<file path="src/rtl/cpu_ctrl_pkg.sv">
// Shared CPU control-unit definitions: machine-cycle state encoding and default beat-bus width.
package cpu_ctrl_pkg;

  typedef enum logic [1:0] {
    S_IDLE  = 2'd0,
    S_FETCH = 2'd1,
    S_EXEC  = 2'd2,
    S_INT   = 2'd3
  } state_t;

  localparam int N_T_DEFAULT = 4;

endpackage

</file>
<file path="src/rtl/cycle_sequencer_beat_decoder.sv">
// Turns the binary beat counter into the one-hot beat bus; forced to zero while idle.
module beat_decoder #(
  parameter int N_T   = 4,
  parameter int LEN_W = 3
) (
  input  logic [LEN_W-1:0] cnt_i,
  input  logic             busy_i,
  output logic [N_T-1:0]   t_o
);

  always_comb begin
    t_o = '0;
    if (busy_i) t_o = N_T'(1) << cnt_i;
  end

endmodule

</file>
<file path="src/rtl/cycle_sequencer.sv">
// Machine-cycle / beat sequencer: FETCH, variable-length EXEC and INTERRUPT cycles with one-hot beat strobes.
module cycle_sequencer
  import cpu_ctrl_pkg::*;
#(
  parameter int  N_T       = N_T_DEFAULT,
  parameter int  IF_BEATS  = 2,
  parameter int  INT_BEATS = 2,
  localparam int LEN_W     = $clog2(N_T + 1)
) (
  input  logic             clk,
  input  logic             rst,
  input  logic             run,
  input  logic             stop,
  input  logic             done,
  input  logic [LEN_W-1:0] ex_len,
  input  logic             step,
  input  logic             irq,
  input  logic             irq_en,
  output logic             Mif,
  output logic             Mex,
  output logic             Mint,
  output logic [N_T-1:0]   T,
  output logic [LEN_W-1:0] beat,
  output logic             busy,
  output logic             instr_end,
  output logic             irq_ack,
  output state_t           state_dbg
);

  state_t           state_q, state_d;
  logic [LEN_W-1:0] cnt_q, cnt_d;
  logic [LEN_W-1:0] len_q, len_d;
  logic             instr_end_q, instr_end_d;
  logic             irq_ack_q, irq_ack_d;
  logic             fin;
  logic [LEN_W-1:0] len_clamp;

  assign len_clamp = (int'(ex_len) > N_T) ? LEN_W'(N_T) : ex_len;

  // Beats advance only when done=1; without it the state and counter simply hold.
  always_comb begin
    state_d     = state_q;
    cnt_d       = cnt_q;
    len_d       = len_q;
    instr_end_d = 1'b0;
    irq_ack_d   = 1'b0;
    fin         = 1'b0;
    case (state_q)
      S_IDLE: begin
        if (run) begin
          state_d = S_FETCH;
          cnt_d   = '0;
        end
      end
      S_FETCH: begin
        if (done) begin
          if (int'(cnt_q) < IF_BEATS - 1) begin
            cnt_d = cnt_q + 1'b1;
          end else if (stop) begin
            state_d = S_IDLE;
            cnt_d   = '0;
          end else begin
            len_d = len_clamp;
            if (len_clamp == '0) begin
              fin = 1'b1;
            end else begin
              state_d = S_EXEC;
              cnt_d   = '0;
            end
          end
        end
      end
      S_EXEC: begin
        if (done) begin
          if (int'(cnt_q) < int'(len_q) - 1) cnt_d = cnt_q + 1'b1;
          else fin = 1'b1;
        end
      end
      S_INT: begin
        if (done) begin
          if (int'(cnt_q) < INT_BEATS - 1) begin
            cnt_d = cnt_q + 1'b1;
          end else begin
            instr_end_d = 1'b1;
            state_d     = step ? S_IDLE : S_FETCH;
            cnt_d       = '0;
          end
        end
      end
      default: begin
        state_d = S_IDLE;
        cnt_d   = '0;
      end
    endcase

    // End of instruction: a pending enabled interrupt takes precedence over single-step.
    if (fin) begin
      instr_end_d = 1'b1;
      cnt_d       = '0;
      if (irq && irq_en) begin
        state_d   = S_INT;
        irq_ack_d = 1'b1;
      end else if (step) begin
        state_d = S_IDLE;
      end else begin
        state_d = S_FETCH;
      end
    end
  end

  always_ff @(posedge clk) begin
    if (rst) begin
      state_q     <= S_IDLE;
      cnt_q       <= '0;
      len_q       <= '0;
      instr_end_q <= 1'b0;
      irq_ack_q   <= 1'b0;
    end else begin
      state_q     <= state_d;
      cnt_q       <= cnt_d;
      len_q       <= len_d;
      instr_end_q <= instr_end_d;
      irq_ack_q   <= irq_ack_d;
    end
  end

  assign Mif       = (state_q == S_FETCH);
  assign Mex       = (state_q == S_EXEC);
  assign Mint      = (state_q == S_INT);
  assign busy      = (state_q != S_IDLE);
  assign beat      = cnt_q;
  assign instr_end = instr_end_q;
  assign irq_ack   = irq_ack_q;
  assign state_dbg = state_q;

  beat_decoder #(
    .N_T  (N_T),
    .LEN_W(LEN_W)
  ) u_beat_decoder (
    .cnt_i (cnt_q),
    .busy_i(busy),
    .t_o   (T)
  );

endmodule
</file>
<file path="config.mk">
export PLATFORM = sky130hd
export DESIGN_NAME = cycle_sequencer
export DESIGN_NICKNAME = d
export VERILOG_FILES = /design/src/rtl/cpu_ctrl_pkg.sv /design/src/rtl/cycle_sequencer_beat_decoder.sv /design/src/rtl/cycle_sequencer.sv
export SDC_FILE = /design/constraint.sdc
export NUM_CORES = 1
export LEC_CHECK = 0
export BUFFER_PORTS_ARGS = -buffer_cell sky130_fd_sc_hd__buf_4
export CORE_MARGIN = 1.5
export CORE_UTILIZATION = 35
export CTS_BUF_LIST = sky130_fd_sc_hd__clkbuf_8 sky130_fd_sc_hd__clkbuf_16
export CTS_CLUSTER_SIZE = 12
export DETAILED_ROUTE_END_ITERATION = 10
export PLACE_DENSITY = 0.62
export SETUP_SLACK_MARGIN = 0.15
export SLEW_MARGIN = 20
export SYNTH_ARGS = -nofsm -noshare
export SYNTH_HDL_FRONTEND = slang
export SYNTH_SLANG_ARGS = --single-unit
</file>
<file path="constraint.sdc">
create_clock -name clk -period 2 [get_ports clk]
set_clock_uncertainty 0.2 [all_clocks]
set_input_delay 0.2 -clock clk [delete_from_list [all_inputs] [get_ports clk]]
set_output_delay 0.2 -clock clk [all_outputs]
set_load 0.02 [all_outputs]
</file>
# [Word-level counts from Yosys, hierarchy flattened]
# Cells that the tools add are included.
[classes] n_addsub=2 order_cmp=3 eq_ne=15 shifts=1 n_mux=35 bitwise=3 reduce_logical=10
[op_table] op="two-way mux 3 bit" count=10
[op_table] op="two-way mux 2 bit" count=9
[op_table] op="two-way mux 1 bit" count=12
[op_table] op="one-hot mux 3 bit (4 select lines)" count=1
[op_table] op="inequality test 3 bit (second input constant)" count=3
[op_table] op="inequality test 2 bit (second input constant)" count=4
[op_table] op="AND reduction 7 bit" count=1
[op_table] op="inequality test 3 x 2 -> 1 bit (second input constant)" count=2
[op_table] op="one-hot mux 2 bit (3 select lines)" count=1
[op_table] op="AND reduction 6 bit" count=1
[op_table] op="equality test 2 bit (second input constant)" count=2
[op_table] op="< comparator 4 bit" count=1
[op_table] op="two-way mux 4 bit" count=1
[op_table] op="inequality test 4 x 3 -> 1 bit (second input constant)" count=1
[op_table] op="inequality test 4 bit (second input constant)" count=1
[op_table] op="AND reduction 4 bit" count=1
[op_table] op="nonzero test 4 bit" count=1
[op_table] op="OR reduction 2 bit" count=2
[op_table] op="<< shifter 1 x 3 -> 4 bit (first input constant)" count=1
[op_table] op="subtractor 3 x 1 -> 4 bit (second input constant)" count=1
[op_table] op="adder 3 x 1 -> 3 bit (second input constant)" count=1
[op_table] op="greater-than comparator 3 bit (second input constant)" count=1
[op_table] op="zero test 3 bit" count=1
[op_table] op="< comparator 3 x 1 -> 1 bit (second input constant)" count=1
[op_table] op="7 further kinds" count=9
[totals] ff_bits=10 in_bits=11 out_inout_bits=15 elab_cells=74

# [Depth between registers and ports, before layout]
# Gate-level depths: netlist of the first run.
[depth] ltp_word=10 ltp_mapped=9 ltp_nobuf=9

# [Hierarchy]
# From an unflattened synthesis of the first run, not the netlist that was laid out.
[hier_totals] cells_unflattened=95 area_unflattened_um2=803.3
[modules_own_cells] mod="cycle_sequencer" instances=1 cells_each=91 area_per_inst_um2=753.2
[modules_own_cells] mod="beat_decoder" instances=1 cells_each=4 area_per_inst_um2=50.0

# [Least setup slack after synthesis of the first run]
# OpenSTA, ideal clock, no wires.
[synth_path] kind="register to register" start="register state_q[0], in the netlist state_dbg[0]" end="register cnt_q[0], in the netlist beat[0]" arrival_ps=1921 t_required_ps=1668 slack_ps=-253 path_stages_with_launch=9 n_path_buf=1 synth_period_minus_slack_ps=2253 cell_sequence="dfxtp_1 > inv_1 > ha_1 > clkbuf_1 > nor3_1 > o21ai_0 > a211oi_2 > mux2i_1 > nor3_1"
[synth_between] elab_chain_len=3 word_cells_on_any_way=14 cone_classes="9 x eq/ne; 2 x mux; 3 x reduce/logical"
[synth_lines] element="start, declared" line="cycle_sequencer.sv:30" rtl="state_t state_q, state_d;"
[synth_lines] element="start signal, assigned" line="cycle_sequencer.sv:119" rtl="state_q <= state_d;"
[synth_lines] element="equality test 2 bit *"
[synth_lines] element="named net Mex" line="cycle_sequencer.sv:20" rtl="output logic Mex,"
[synth_lines] element="inequality test 2 x 1 -> 1 bit (no line), or another cell as far along"
[synth_lines] element="AND reduction 6 bit (no line) / OR reduction 2 bit (equally long branches)"
[synth_lines] element="end signal, assigned" line="cycle_sequencer.sv:120" rtl="cnt_q <= cnt_d;"
[synth_lines] element="end, declared" line="cycle_sequencer.sv:31" rtl="logic [LEN_W-1:0] cnt_q, cnt_d;"
# Mark *: on every way through the listed nets, which the timed path passes. The rest lies on a longest branch.
# A chain may end at the register's enable or synchronous reset.

# [Worst setup path after layout of the first run]
[layout_path] start="register len_q[0]" end="register cnt_q[2], in the netlist beat[2]"
[layout_between] elab_chain_len=6 word_cells_on_any_way=8 cone_classes="1 x add/sub; 1 x order compare; 1 x eq/ne; 3 x mux; 2 x reduce/logical"
[layout_lines] element="start, declared" line="cycle_sequencer.sv:32" rtl="logic [LEN_W-1:0] len_q, len_d;"
[layout_lines] element="start signal, assigned" line="cycle_sequencer.sv:121" rtl="len_q <= len_d;"
[layout_lines] element="subtractor 3 x 1 -> 4 bit *" line="cycle_sequencer.sv:75" rtl="if (int'(cnt_q) < int'(len_q) - 1) cnt_d = cnt_q + 1'b1;"
[layout_lines] element="< comparator 4 bit *" line="cycle_sequencer.sv:75"
[layout_lines] element="two-way mux 1 bit" line="cycle_sequencer.sv:75"
[layout_lines] element="two-way mux 1 bit" line="cycle_sequencer.sv:74" rtl="if (done) begin"
[layout_lines] element="one-hot mux 1 bit (2 select lines)" line="cycle_sequencer.sv:48" rtl="case (state_q)"
[layout_lines] element="OR reduction 2 bit (no line)"
# Mark *: on every way between the ends. The rest lies on a longest branch, timed or not.

==> impl_results.rst, run 1 <==
.. list-table::
   :header-rows: 1

   * - Metric
     - Value
   * - Number of max-capacitance violations reported
     - 0
   * - Number of endpoints failing setup at the final stage
     - 7
   * - Start point of the critical path
     - len_q[0]$_SDFFE_PP0P_
   * - Post-route cell area
     - 1350 sq um
   * - Row Count
     - 18
   * - Post-CTS clock slew at the launch and capture registers of the worst setup and hold paths
     - about 0.050 ns
   * - Port-buffer cells
     - 25
   * - Horiz. Die Dim
     - about 53 um
   * - Maximum achievable frequency
     - 462 MHz
   * - Half-perimeter wire length after detailed placement
     - 1770 um
   * - Actual transition at the worst max-transition pin
     - slightly below 0.4 ns
   * - Detailed-route via count
     - a little over 900
   * - Critical path capture point
     - beat[2]$_SDFFE_PP0P_
   * - First-iteration detailed-routing DRC count
     - 10
   * - Start-to-end type of the worst setup path
     - flop to flop
   * - Global-route wire length before repair
     - between 3000 and 4000 um
   * - Starting utilization of the core area
     - 36.6%
   * - Violated checks
     - setup timing
   * - Post-Route Utilization
     - between 50% and 60%
   * - Final-report hold violation count
     - 0
   * - Post-CTS Hold Fix Bufs
     - 0
   * - Cell taking the most area after synthesis
     - dfxtp_1
   * - DIE AREA
     - 2850 sq um
   * - Startpoint type of the worst setup path
     - flop
   * - Sinks on Clock Net
     - 10
   * - Area of placed instances
     - 1190 sq um
   * - Worst-Skew Late Latency
     - 0.24 ns
   * - Async set-or-reset flop fraction in the synthesized netlist
     - 0%
   * - Maximum number of pins on one net before global-route repair
     - 12
   * - CTS buffer count
     - 3
   * - Yosys warning total
     - 0
   * - Final Cycle Share
     - 108%
   * - Via count of the first global-routing pass
     - 798
   * - Post-synth top flop
     - dfxtp_1
   * - Share of post-route cells with drive strength above 1
     - 48.3%
   * - Origin of the critical flop-to-flop path
     - len_q[0]$_SDFFE_PP0P_
   * - First-pass iteration count of the detailed router
     - 4
   * - Worst voltage drop across the vdd grid
     - 0.509 mV
   * - Root cell of the clock tree
     - clkbuf_8
   * - Status
     - finished with violations
   * - Ports placed on the boundary
     - 26
   * - Portion of the post-synthesis area used by sequential elements
     - 22.5%
   * - Static power due to leakage
     - 0.000612 uW
   * - Number of synthesized flops with an enable pin
     - 0
   * - Synth top cells by count
     - ha_1, dfxtp_1, inv_1, nor3_1, nor2_1
   * - Max_slew headroom
     - between 70% and 80%
   * - Worst Slack Setup Final
     - -0.166 ns
   * - CTS tree
     - built
   * - H-tree levels
     - 1
   * - Post-Syn Area
     - 890 sq um
   * - Global router's overall resource usage
     - between 15 and 20%
   * - Antenna violations before repair
     - 0
   * - Placer congestion estimate
     - 0.837
   * - Critical register-to-register path endpoint
     - beat[2]$_SDFFE_PP0P_
   * - RSZ-0062 raised after global routing
     - yes
   * - Most used standard cell by instance count after synthesis
     - ha_1
   * - Max-slew violation total from the final report
     - 0
   * - P&R area growth vs syn
     - 51.8%
   * - Total wire length after detailed routing
     - 2350 um
   * - Number of storage elements in the synthesis netlist
     - 10
   * - # placed instances
     - 166
   * - Die boundary height
     - 53.4 um
   * - Arrival time of the worst setup path
     - between 2 and 2.5 ns
   * - Final-stage net count
     - 167
   * - Pwr/cell area
     - 825 nW/um^2
   * - Layout Cells excl Fill
     - 173
   * - Clock Tree Buf Depth
     - 2
   * - Final global-route overflow total
     - 0
   * - Cell variety after synth
     - 37
   * - Tightest Hold Check Type
     - input pin to flop
   * - Depth of the worst register-to-register path
     - 9
   * - Synth Instances
     - 107
   * - Post-synth top area share
     - 22.5%
   * - Via density per instance
     - 5.38
   * - Antenna diode instance count
     - 0
   * - Required arrival time at the worst endpoint
     - 1.92 ns
   * - Net count after synthesis
     - 130
   * - Remaining routing DRC violations
     - 0
   * - Critical path peak fanout
     - 3
   * - Reg-to-reg slack, setup
     - -0.17 ns
   * - Startpoint of the tightest hold check path
     - rst
   * - Time the worst path needs with I/O delays and setup
     - 2.17 ns
   * - Main area contributors after synthesis
     - dfxtp_1, ha_1, mux2i_1, nor3_1, inv_1
   * - Drt wl/cell
     - between 10 and 15 um
   * - Worst setup EP type
     - flop
   * - Mean post-synth cell area
     - 8.31 sq um
   * - Core Box Area
     - 2430 sq um
   * - Post-route ant nets
     - 0
-- how the worst min path moves through the flow --
stage	end	cells past startpoint	slack [ns]
2_1_floorplan	len_q[2]$_SDFFE_PP0P_	2	0.15
3_3_place_gp	len_q[0]$_SDFFE_PP0P_	2	0.26
3_5_place_dp	len_q[1]$_SDFFE_PP0P_	2	0.26
4_1_cts	len_q[1]$_SDFFE_PP0P_	2	0.02
5_1_grt	instr_end$_SDFF_PP0_	2	0.05
6_report	len_q[1]$_SDFFE_PP0P_	2	0.02
-- routing by layer --
metal	up-vias	global-route usage, %	wire length, um
met5	-	0	0
met4	0	8.97	65
met3	6	3.11	114
met2	30	27.6	1200
met1	439	19.8	966
li1	455	-	-
-- placed cells by master, fill, tap and decap left out, drive strengths merged, types with 2 or more instances in the layout --
| cell type | n |
|---|---|
| a211oi | 2 |
| a21o | 2 |
| a21oi | 5 |
| and2 | 4 |
| buf | 35 |
| clkbuf | 3 |
| dfxtp | 10 |
| ha | 12 |
| inv | 10 |
| mux2i | 5 |
| nand2 | 6 |
| nand2b | 5 |
| nand3 | 4 |
| nand3b | 2 |
| nor2 | 6 |
| nor3 | 10 |
| o21ai | 4 |
| or3 | 3 |
-- area by class of cell --
cell class | count | area (sq um)
Multi-Input combinational cell | 85 | 759
Fill cell | 232 | 1080
Inverter | 9 | 33.8
Timing Repair Buffer | 35 | 263
Clock buffer | 3 | 41.3
Tap cell | 30 | 37.5
Clock inverter | 1 | 3.75
Sequential cell | 10 | 211
-- power by group --
| group | switching, uW | internal (uW) | total [uW] |
|---|---|---|---|
| Clock | 83.0 | 135 | 218 |
| Combinational | 356 | 296 | 651 |
| Sequential | 23.5 | 221 | 244 |
-- kinds of logic (layout without fill, tap and decap cells) --
kind of cell / after synthesis / count (layout) / synth area share [%]
AOI/OAI and AO/OA: 20 / 20 / 16.9
muxes: 5 / 5 / 5.63
xor gates and xnor gates: 1 / 1 / 0.985
buffers and inverters: 12 / 48 / 5.06
adders and majority gates: 12 / 12 / 16.9
DFF: 10 / 10 / 22.5
and+or+nand+nor: 47 / 47 / 32.1
-- stage by stage --
stage / hold WS [ns] / power [uW] / setup TNS (ns) / setup WS (ns)
after global routing: 0.0478 / 1180 / -1.40 / -0.253
after global placement: 0.257 / 812 / -0.521 / -0.130
after CTS: 0.0192 / 1080 / -0.829 / -0.171
after detailed placement: 0.263 / 821 / -0.929 / -0.257
after floorplan: 0.147 / 649 / -0.263 / -0.0881
final: 0.0214 / 1110 / -0.816 / -0.166
-- critical path, stage by stage, from the launching register on --
cell and delay [ns]:
dfxtp_2 0.33, inv_2 0.04, ha_4 0.15, xnor2_1 0.12, ha_1 0.31, o21ai_2 0.09
o211ai_4 0.13, a211oi_4 0.35, mux2i_1 0.26, nor3_1 0.08
-- flip-flops by register name, indices dropped and copies added (netlist names) --
| register | cells |
|---|---|
| beat | 3 |
| len_q | 3 |
| irq_ack | 1 |
| state_dbg | 2 |
| instr_end | 1 |
-- what timing repair did --
item,4_1_cts,5_1_grt
endpoints found under the hold margin,0,0
resized for setup,4,12
setup endpoints to repair,10,13
setup buffers,0,3
pin swaps,3,4
No activity file was read; power rests on OpenSTA's default activity.
==> run 2, diff against run 1 <==
- CORE_UTILIZATION: 35 -> 31
- PLACE_DENSITY: 0.62 -> 0.56
==> impl_results.rst, run 2 (synthesis results as in run 1) <==
.. list-table::
   :header-rows: 1

   * - Metric
     - Value
   * - Time the worst path needs with I/O delays and setup
     - 2.10 ns
   * - P&R area growth vs syn
     - 49.6%
   * - Net Switching
     - ~440 uW
   * - Tightest Hold Check Type
     - input pin to flop
   * - Sinks on Clock Net
     - 10
   * - CTS tree
     - built
   * - Placer congestion estimate
     - 0.779
   * - Root cell of the clock tree
     - clkbuf_8
   * - First-pass iteration count of the detailed router
     - 4
   * - Commonest non-fill, non-tap cell in the layout
     - buf_4
   * - Critical path peak fanout
     - 4
   * - Via count of the first global-routing pass
     - 867
   * - Max_slew headroom
     - 71.7%
   * - Final Cycle Share
     - 105%
   * - Worst-case setup slack after placement
     - -0.206 ns
   * - Number of endpoints failing setup at the final stage
     - 7
   * - Violated checks
     - setup timing
   * - Total wire length after detailed routing
     - 2270 um
   * - Sequential power share
     - about 22%
   * - Number of max-capacitance violations reported
     - 0
   * - Required arrival time at the worst endpoint
     - 1.91 ns
   * - CTS buffer count
     - 3
   * - Row Count
     - 19
   * - Worst-Skew Late Latency
     - 0.24 ns
   * - Clock Tree Buf Depth
     - 2
   * - Global-route wire length before repair
     - 3860 um
   * - Drt wl/cell
     - roughly 13 um
   * - Maximum number of pins on one net before global-route repair
     - 12
   * - Ports placed on the boundary
     - 26
   * - Total internal power
     - 649 uW
   * - RSZ-0062 raised after global routing
     - yes
   * - Share of post-route cells with drive strength above 1
     - 47.2%
   * - Post-CTS Hold Fix Bufs
     - 0
   * - Post-route ant nets
     - 0
   * - Post-CTS clock slew at the launch and capture registers of the worst setup and hold paths
     - 0.04 ns
   * - Worst setup EP type
     - flop
   * - Core Box Area
     - about 2700 sq um
   * - Worst Slack Setup Final
     - -0.103 ns
   * - Startpoint type of the worst setup path
     - flop
   * - Status
     - finished with violations
   * - Final-report hold violation count
     - 0
   * - Maximum achievable frequency
     - 475 MHz
   * - Post-Route Utilization
     - 48.7%
   * - Start-to-end type of the worst setup path
     - flop to flop
   * - Remaining routing DRC violations
     - 0
   * - Detailed-route via count
     - 895
   * - Pwr/cell area
     - 814 nW/um^2
   * - Power share of the combinational group
     - 58.3%
   * - H-tree levels
     - 1
   * - Antenna diode instance count
     - 0
   * - Final-stage net count
     - 166
   * - Total power
     - 1080 uW
   * - Clock power frac
     - 19.2%
   * - Via density per instance
     - slightly above 5
   * - Die boundary height
     - 56.6 um
   * - Max-slew violation total from the final report
     - 0
   * - Worst voltage drop across the vdd grid
     - 0.481 mV
   * - Most used cells in the layout excluding fill and tap cells
     - buf_4, nor3_1, ha_1
   * - Final global-route overflow total
     - 0
   * - Static power due to leakage
     - between 0.0006 and 0.0007 uW
   * - Global router's overall resource usage
     - 15.3%
   * - Switching Share
     - 40.2%
   * - Starting utilization of the core area
     - 32.5%
   * - Antenna violations before repair
     - 0
   * - Actual transition at the worst max-transition pin
     - between 0.4 and 0.5 ns
   * - WHS
     - 0.0215 ns
   * - DIE AREA
     - around 3200 sq um
   * - Horiz. Die Dim
     - 56.6 um
   * - First-iteration detailed-routing DRC count
     - 22
   * - Port-buffer cells
     - 25
   * - Half-perimeter wire length after detailed placement
     - approximately 1800 um
   * - Arrival time of the worst setup path
     - 2.02 ns
==> run 2: changes by cell type in the layout (fill, tap and decap cells not counted), moves of 2 or more <==
cell	delta
and2_1	-2
and2_4	+2
buf_4	-3
buf_6	+2
==> run 2: power groups by stage <==
stage	clock network, uW	logic [uW]	registers [uW]
2_1_floorplan	0	389	260
3_3_place_gp	0	573	245
3_5_place_dp	0	576	246
4_1_cts	215	602	244
5_1_grt	227	685	246
6_report	209	632	243
==> run 2: repair_timing <==
action                                  4_1_cts  5_1_grt
endpoints found under the setup margin       10       11
buffers inserted                              1        0
hold endpoints to repair                      0        0
gates resized for setup                       9        7
pin swaps                                     5        0
==> run 2: final timing paths <==
check	from	cells past startpoint	endpoint	slack, ns
worst min-delay path	rst	2	len_q[1]$_SDFFE_PP0P_	0.02
worst min register to register	state_dbg[0]$_SDFFE_PP0P_	2	state_dbg[0]$_SDFFE_PP0P_	0.39
worst max-delay path	len_q[1]$_SDFFE_PP0P_	9	beat[1]$_SDFFE_PP0P_	-0.10
worst max register to register	len_q[1]$_SDFFE_PP0P_	9	beat[1]$_SDFFE_PP0P_	-0.10
==> run 2: stage by stage <==
step / setup TNS (ns) / instances / area (sq um)
after CTS: -0.308 / 173 / 1310
final: -0.508 / 173 / 1330
after global placement: -0.557 / 168 / 1200
after detailed placement: -0.905 / 168 / 1200
after floorplan: -0.263 / 107 / 931
after global routing: -1.07 / 173 / 1330
==> run 2: area by class of cell <==
class	instances	area [sq um]
Tap cell	31	38.8
Inverter	9	33.8
Timing Repair Buffer	34	263
Clock inverter	1	3.75
Fill cell	282	1400
Multi-Input combinational cell	85	739
Clock buffer	3	41.3
Sequential cell	10	211
==> run 2: routing by layer <==
| metal | share of wire (%) | up-vias | GRT usage, % | wire [um] |
|---|---|---|---|---|
| li1 | - | 451 | - | - |
| met1 | 44 | 419 | 18.9 | 994 |
| met2 | 51 | 20 | 25.9 | 1160 |
| met3 | 4.3 | 5 | 4.15 | 98 |
| met4 | 0.84 | 0 | 4.08 | 19 |
| met5 | 0 | - | 0 | 0 |
==> run 2: critical path, cell delays in order (launching register included) <==
cell and delay, ns:
dfxtp_2 0.34, inv_2 0.05, ha_4 0.15, xnor2_2 0.13, ha_1 0.29, o21ai_2 0.09
o211ai_4 0.13, a211oi_4 0.30, mux2i_1 0.25, nor3_1 0.06
